**src/rtl/layer_pkg.sv**
```systemverilog
// Shared types for the layer boundary serializer.
package layer_pkg;

   typedef enum logic {
      COLLECT = 1'b0,
      SHIFT   = 1'b1
   } ser_state_t;

endpackage

```
**src/rtl/layer_serializer.sv**
```systemverilog
// Collects NN per-neuron results, then replays them word-serially (neuron 0 first).
// Optional LAYER_SER_OVERRUN_EN: sticky flag for i_valid pulses dropped during SHIFT.
module layer_serializer
   import layer_pkg::*;
#(
   parameter int NN        = 30,
   parameter int dataWidth = 16
) (
   input  logic                    clk,
   input  logic                    rstn,
   input  logic [NN-1:0]           i_valid,
   input  logic [NN*dataWidth-1:0] x_in,
   output logic                    x_valid,
   output logic [dataWidth-1:0]    x_out,
   output logic                    x_last,
   output logic                    busy,
   output logic                    overrun
);

   localparam int              IDXW     = (NN > 1) ? $clog2(NN) : 1;
   localparam logic [IDXW-1:0] LAST_IDX = IDXW'(NN - 1);

   ser_state_t                   state_q, state_d;
   logic [NN-1:0]                got_q, got_d;
   logic [NN-1:0][dataWidth-1:0] buf_q, buf_d;
   logic [IDXW-1:0]              idx_q, idx_d;
   logic                         x_valid_q, x_valid_d;
   logic                         x_last_q, x_last_d;
   logic [dataWidth-1:0]         x_out_q, x_out_d;
   logic                         accept;
   logic [NN-1:0]                got_eff;

   // The edge after the last word already behaves as COLLECT, so the next
   // layer's results can be captured (or even complete) with no dead cycle.
   always_comb begin
      accept    = (state_q == COLLECT) || x_last_q;
      got_eff   = (state_q == COLLECT) ? got_q : '0;
      state_d   = state_q;
      got_d     = got_q;
      buf_d     = buf_q;
      idx_d     = idx_q;
      x_valid_d = x_valid_q;
      x_last_d  = x_last_q;
      x_out_d   = x_out_q;
      if (accept) begin
         for (int i = 0; i < NN; i++) begin
            if (i_valid[i]) buf_d[i] = x_in[i*dataWidth +: dataWidth];
         end
         got_d     = got_eff | i_valid;
         state_d   = COLLECT;
         x_valid_d = 1'b0;
         x_last_d  = 1'b0;
         idx_d     = '0;
         if (&got_d) begin
            // buf_d carries the bypassed slices captured on this same edge
            state_d   = SHIFT;
            x_valid_d = 1'b1;
            x_out_d   = buf_d[0];
            x_last_d  = (NN == 1);
            idx_d     = IDXW'(1);
         end
      end else begin
         x_out_d  = buf_q[idx_q];
         x_last_d = (idx_q == LAST_IDX);
         idx_d    = idx_q + 1'b1;
      end
   end

   always_ff @(posedge clk or negedge rstn) begin
      if (!rstn) begin
         state_q   <= COLLECT;
         got_q     <= '0;
         idx_q     <= '0;
         x_valid_q <= 1'b0;
         x_last_q  <= 1'b0;
         x_out_q   <= '0;
      end else begin
         state_q   <= state_d;
         got_q     <= got_d;
         idx_q     <= idx_d;
         x_valid_q <= x_valid_d;
         x_last_q  <= x_last_d;
         x_out_q   <= x_out_d;
      end
   end

   // Capture bank holds data only; got_q says what is meaningful.
   always_ff @(posedge clk) begin
      buf_q <= buf_d;
   end

`ifdef LAYER_SER_OVERRUN_EN
   logic overrun_q;

   always_ff @(posedge clk or negedge rstn) begin
      if (!rstn) overrun_q <= 1'b0;
      else       overrun_q <= overrun_q | (!accept && (|i_valid));
   end

   assign overrun = overrun_q;
`else
   assign overrun = 1'b0;
`endif

   assign x_valid = x_valid_q;
   assign x_out   = x_out_q;
   assign x_last  = x_last_q;
   assign busy    = (state_q == SHIFT);

endmodule

```
**config.mk**
```make
export PLATFORM = sky130hd
export DESIGN_NAME = layer_serializer
export DESIGN_NICKNAME = d
export VERILOG_FILES = /design/src/rtl/layer_pkg.sv /design/src/rtl/layer_serializer.sv
export SDC_FILE = /design/constraint.sdc
export NUM_CORES = 1
export LEC_CHECK = 0
export CORE_ASPECT_RATIO = 0.6
export CORE_UTILIZATION = 45
export CTS_BUF_LIST = sky130_fd_sc_hd__clkbuf_16
export DETAILED_ROUTE_END_ITERATION = 6
export MAX_ROUTING_LAYER = met4
export PLACE_DENSITY = 0.8
export SYNTH_ARGS = -nofsm -noshare
export SYNTH_HDL_FRONTEND = slang
export SYNTH_SLANG_ARGS = --single-unit
```
**constraint.sdc**
```tcl
create_clock -name clk -period 4.45 [get_ports clk]
set_clock_uncertainty 0.2 [all_clocks]
set_input_delay 1.335 -clock clk [delete_from_list [all_inputs] [get_ports clk]]
set_output_delay 1.335 -clock clk [all_outputs]
set_load 0.1 [all_outputs]
```
---- Yosys cells after proc, flatten, opt, wreduce, memory -nomap -nowiden ----
Index checks and enable logic that the tools add are counted.
word-level totals
  register bits ........................... 533
  input port bits ......................... 512
  output and inout port bits .............. 20
  word-level logic and storage cells ...... 82
operators by class
  add/sub/neg operators ................... 1
  order comparisons ....................... 1
  equality and inequality tests ........... 2
  muxes and demuxes ....................... 10
  bitwise gates (word level) .............. 2
  reduce and logical (&&, ||, !) cells .... 31
operators by type and width
  kind                   count
  $bmux W16 S5           1
  $mux W16               4
  $reduce_and A2 Y1      29
  $mux W30               1
  $or A30 B30 Y30        1
  $reduce_and A30 Y1     1
  $lt A5 B6 Y1 const B   1
  $add A5 B1 Y5 const B  1
  $eq A5 B5 Y1 const B   1
  $mux W5                1
  $mux W1                3
  $ne A2 B1 Y1 const B   1
  $logic_or A1 B1 Y1     1
  $not A1 Y1             1

---- Depth between registers and ports, before layout ----
  depth after elaboration ................. 5
  gate-level depth with buffers ........... 9
  gate-level depth less buffers ........... 5

---- Worst setup path before layout ----
Ideal clock, no wire load.
  path kind ............................... reg-to-reg
  from .................................... register x_last_q, in the netlist x_last
  to ...................................... register buf_q[16] (netlist name) (enable)
  library setup time ...................... 0.374 ns
  arrival time ............................ 2.825 ns
  data required time ...................... 3.876 ns
  slack ................................... 1.051 ns
  stages on the path, launching flop included .. 8
  path buffers ............................ 4
  period minus slack after synthesis ...... 3.399 ns
  cell sequence ........................... dfrtp_1 > clkbuf_1 > nor2b_1 > clkbuf_1 > inv_1 > clkbuf_1 > clkbuf_1 > and2_1
between the ends
  longest elaborated chain between the ends .. 2
ends and longest elaborated chain
  item                         line                    RTL
  start, declared              layer_serializer.sv:28  logic x_last_q, x_last_d;
  start signal, assigned       layer_serializer.sv:82  x_last_q <= x_last_d;
  $logic_or A1 B1 Y1           layer_serializer.sv:36  accept = (state_q == COLLECT) || x_last_q;
  $reduce_and A2 Y1 (no line)  -
  end signal, assigned         layer_serializer.sv:89  buf_q <= buf_d;
  end, declared                layer_serializer.sv:25  logic [NN-1:0][dataWidth-1:0] buf_q, buf_d;
No other way between the ends.
A chain may end at the register's enable or synchronous reset.

---- Worst setup path in the final report ----
  from .................................... register x_out_q[0], in the netlist x_out[0]
  to ...................................... output x_out[0]
RTL lines
  item                    line                    RTL
  start, declared         layer_serializer.sv:29  logic [dataWidth-1:0] x_out_q, x_out_d;
  start signal, assigned  layer_serializer.sv:83  x_out_q <= x_out_d;
  end, declared           layer_serializer.sv:14  output logic [dataWidth-1:0] x_out,
No word-level cell between the ends.

==> key figures <==
Outcome
  • Status: finished, final reports clean

CTS
  • Post-CTS resize count: 0
  • Clk sink count: 533
  • Clock latency on the worst-skew pair: 0.57 ns
  • Clock Pin Slew Worst Setup and Hold Paths: 0.07 ns
  • Setup Buffers After CTS: 0
  • CTS Buf Count: 49
  • CTS H-tree lvls: 2
  • Max Buffers Root-to-Sink: 3
  • Post-CTS Hold Buffers: 0
  • Root buf cell: clkbuf_16
  • CTS tree: yes

Logic synthesis
  • Syn. warnings: 0
  • Post-Syn Area: 21200 um2
  • Area share of the leading cell type in the synthesized netlist: 68.0%
  • Post-synthesis cell count: 1116
  • Syn Area/Cell: between 15 and 20 um2
  • Largest cells by area after synthesis: edfxtp_1 68%, mux4_2 10%, dfrtp_1 6.3%
  • Synth unique cells: 41
  • Number of synthesized register bits: roughly 530
  • Post-Syn Nets: approximately 1600
  • Cell taking the most area after synthesis: edfxtp_1
  • Seq/Total Area, Yosys: 74.2%

Power and ir drop
  • Net Switching: 0.00572 W
  • Peak supply drop: 0.322 mV
  • Clock power frac: ~25%
  • Net Sw Frac: 34.4%
  • Gate power share: between 30% and 40%
  • Flop pwr share: 41.4%
  • Cell Pwr Density: approximately 580 nW/um2
  • Leak pwr: 9.67 nW
  • P_int: 0.0109 W

Layout
  • Commonest cells after routing, fill and taps aside: 511 x clkdlybuf4s50_1, 480 x edfxtp_1, 96 x mux4_2
  • Area Overhead vs Synth: 36.0%
  • Share of post-route cells with drive strength above 1: 17.0%
  • Fin nets: 2176
  • Commonest non-fill, non-tap cell in the layout: clkdlybuf4s50_1

Placement
  • Dpl hpwl: 51200 um
  • GP Congestion: 0.904
  • Port bufs: 530

Floorplanning
  • I/O pins: 532
  • Die ar.: just under 50000 um2
  • Die Width: 282 um
  • Placement Rows: 61
  • Chip height: 170 um
  • Core area: around 46000 um2
  • Initial Util: 45.7%

Setup path
  • Critical path buffers and inverters: 1
  • WP data required: slightly below 3 ns
  • WP data arrival: 2.17 ns
  • Crit start category: flip-flop
  • Reg-to-Reg End: x_out[12]$_DFFE_PN0P_
  • Max incr delay on CP: 1.20 ns
  • Worst reg-to-reg setup slack: 1.34 ns
  • Reg2reg path depth: 6
  • Crit. path cell count: 1
  • Crit path max-delay family: buffers and inverters
  • CP Class: reg2out
  • Crit end category: primary output
  • Crit-path cells: clkdlybuf4s50_1
  • FF-to-FF Start: idx_q[1]$_DFF_PN0_
  • Max FO, Critical Path: 2
  • Slowest cell on crit path: clkdlybuf4s50_1

Worst hold path
  • Worst Hold Class: reg2reg
  • Hold Path End: got_q[15]$_DFFE_PN0N_
  • Worst Min Path Start: got_q[15]$_DFFE_PN0N_
  • Hold Path Cell Cnt: 2

GRT
  • Largest net degree at the start of global routing: 59
  • Gr ovfl total: 0
  • Total GRT Usage: between 20% and 30%
  • Vias in the first global route: 13900
  • First-pass GRT wire length: 96100 um
  • Initial antenna violation count: 14

Route
  • DRT met1 WL: 28300 um
  • Drt wl/cell: 29.4 um
  • Detail Route Antenna Nets: 0
  • DR DRC count: 0
  • Final WL: 69000 um
  • Pre-antenna DRT Iters: 5
  • Via density: 5.76
  • Met2 WL: 31300 um
  • Routed wl met3: 7500 um
  • Top Layer Used: met4
  • Initial DRC Count: 1546
  • Via count: 13500

Timing
  • Max-slew headroom: 30.5%
  • WHS: 0.353 ns
  • Min Tclk post-route: 3.70 ns
  • Final hold violation count: 0
  • Setup TNS: 0 ns
  • RSZ-0062 raised after global routing: false
  • Worst-Margin Slew: roughly 1.0 ns
  • Peak Freq: 270 MHz
  • Tcrit/Tclk final: between 80 and 90%
  • Slew Viols, Final: 0
  • # setup viols final: 0

Flow run
  • Max-cap violations: 0
-- layer usage --
| layer | up-vias | track usage [%] |
|---|---|---|
| li1 | 5704 | - |
| met1 | 6953 | 40.1 |
| met2 | 729 | 43.0 |
| met3 | 103 | 9.07 |
| met4 | 0 | 8.48 |
| met5 | - | - |
-- flip-flops by register name, indices dropped and copies added (netlist names) --
signal	cells
x_valid	1
idx_q	5
got_q	30
buf_q	480
x_out	16
x_last	1
-- cells in the mapped netlist --
| library cell | number |
|---|---|
| and2_1 | 28 |
| a22o_1 | 16 |
| a221oi_1 | 16 |
| clkbuf_1 | 43 |
| and2_2 | 1 |
| a211o_1 | 16 |
| inv_1 | 3 |
| nand4_1 | 10 |
| mux2_2 | 48 |
| nand3_1 | 35 |
| buf_4 | 7 |
| xor2_1 | 2 |
| or4_4 | 1 |
| dfrtp_1 | 53 |
| o22ai_1 | 2 |
| xnor2_1 | 1 |
| o21ai_2 | 1 |
| buf_2 | 16 |
| and4_1 | 1 |
| nand3b_1 | 1 |
| buf_6 | 4 |
| o31ai_1 | 17 |
| ha_1 | 2 |
| nor2b_1 | 3 |
| nand2_1 | 17 |
| o21a_1 | 1 |
| o21ai_0 | 17 |
| edfxtp_1 | 480 |
| buf_1 | 5 |
| and3b_1 | 1 |
| and3_1 | 2 |
| a22oi_1 | 16 |
| buf_8 | 1 |
| a31oi_1 | 17 |
| nor4_1 | 23 |
| mux2i_1 | 45 |
| or4_1 | 1 |
| mux4_2 | 96 |
| a21oi_1 | 30 |
| nor2_1 | 36 |
| conb_1 | 1 |
-- power by group through the flow --
stage	Sequential [W]	Clock (W)	Combinational, W
detailed placement	0.00698	0	0.00556
floorplan	0.00721	0	0.00299
finish	0.00687	0.00415	0.00558
global route	0.00696	0.00439	0.00588
global placement	0.00694	0	0.00549
CTS	0.00688	0.00420	0.00557
-- cell families after synthesis --
kind of cell	Yosys count	share of synthesized area (%)
AOI/OAI and AO/OA	149	4.90
and+or+nand+nor	160	3.95
buffers and inverters	79	1.81
xor gates and xnor gates	3	0.124
DFF	533	74.2
adders and majority gates	2	0.118
other	1	0.0177
muxes	189	14.9
-- how the worst max path moves through the flow --
stage                              start                    to
global route        x_out[0]$_DFFE_PN0P_              x_out[0]
finish              x_out[0]$_DFFE_PN0P_              x_out[0]
global placement              i_valid[9]  x_out[1]$_DFFE_PN0P_
CTS                 x_out[0]$_DFFE_PN0P_              x_out[0]
detailed placement           i_valid[16]  x_out[8]$_DFFE_PN0P_
floorplan               x_last$_DFF_PN0_   buf_q[16]$_DFFE_PP_
-- area by class of cell --
class                   count  area (um2)
flip-flops and latches    533       15700
well taps                 630         788
diodes                     14        35.0
multi-input cells         504        5110
repair buffers            571        5600
fillers                  3422       17600
clock buffers              51        1280
inverters                   3        11.3
clock inverters            37         267
-- through the flow --
stage / setup WS [ns] / instances / instance area [um2] / utilization, % / total power, W
6_report: 0.747 / 2343 / 28800 / 62.1 / 0.0166
5_1_grt: 0.723 / 2343 / 28800 / 62.1 / 0.0172
4_1_cts: 0.723 / 2329 / 28800 / 62.1 / 0.0167
3_5_place_dp: 0.461 / 2241 / 27300 / 58.7 / 0.0125
3_3_place_gp: 0.497 / 2241 / 27300 / 58.7 / 0.0124
2_1_floorplan: 1.05 / 1116 / 21200 / - / 0.0102
Power figures use the tool's default switching activity.
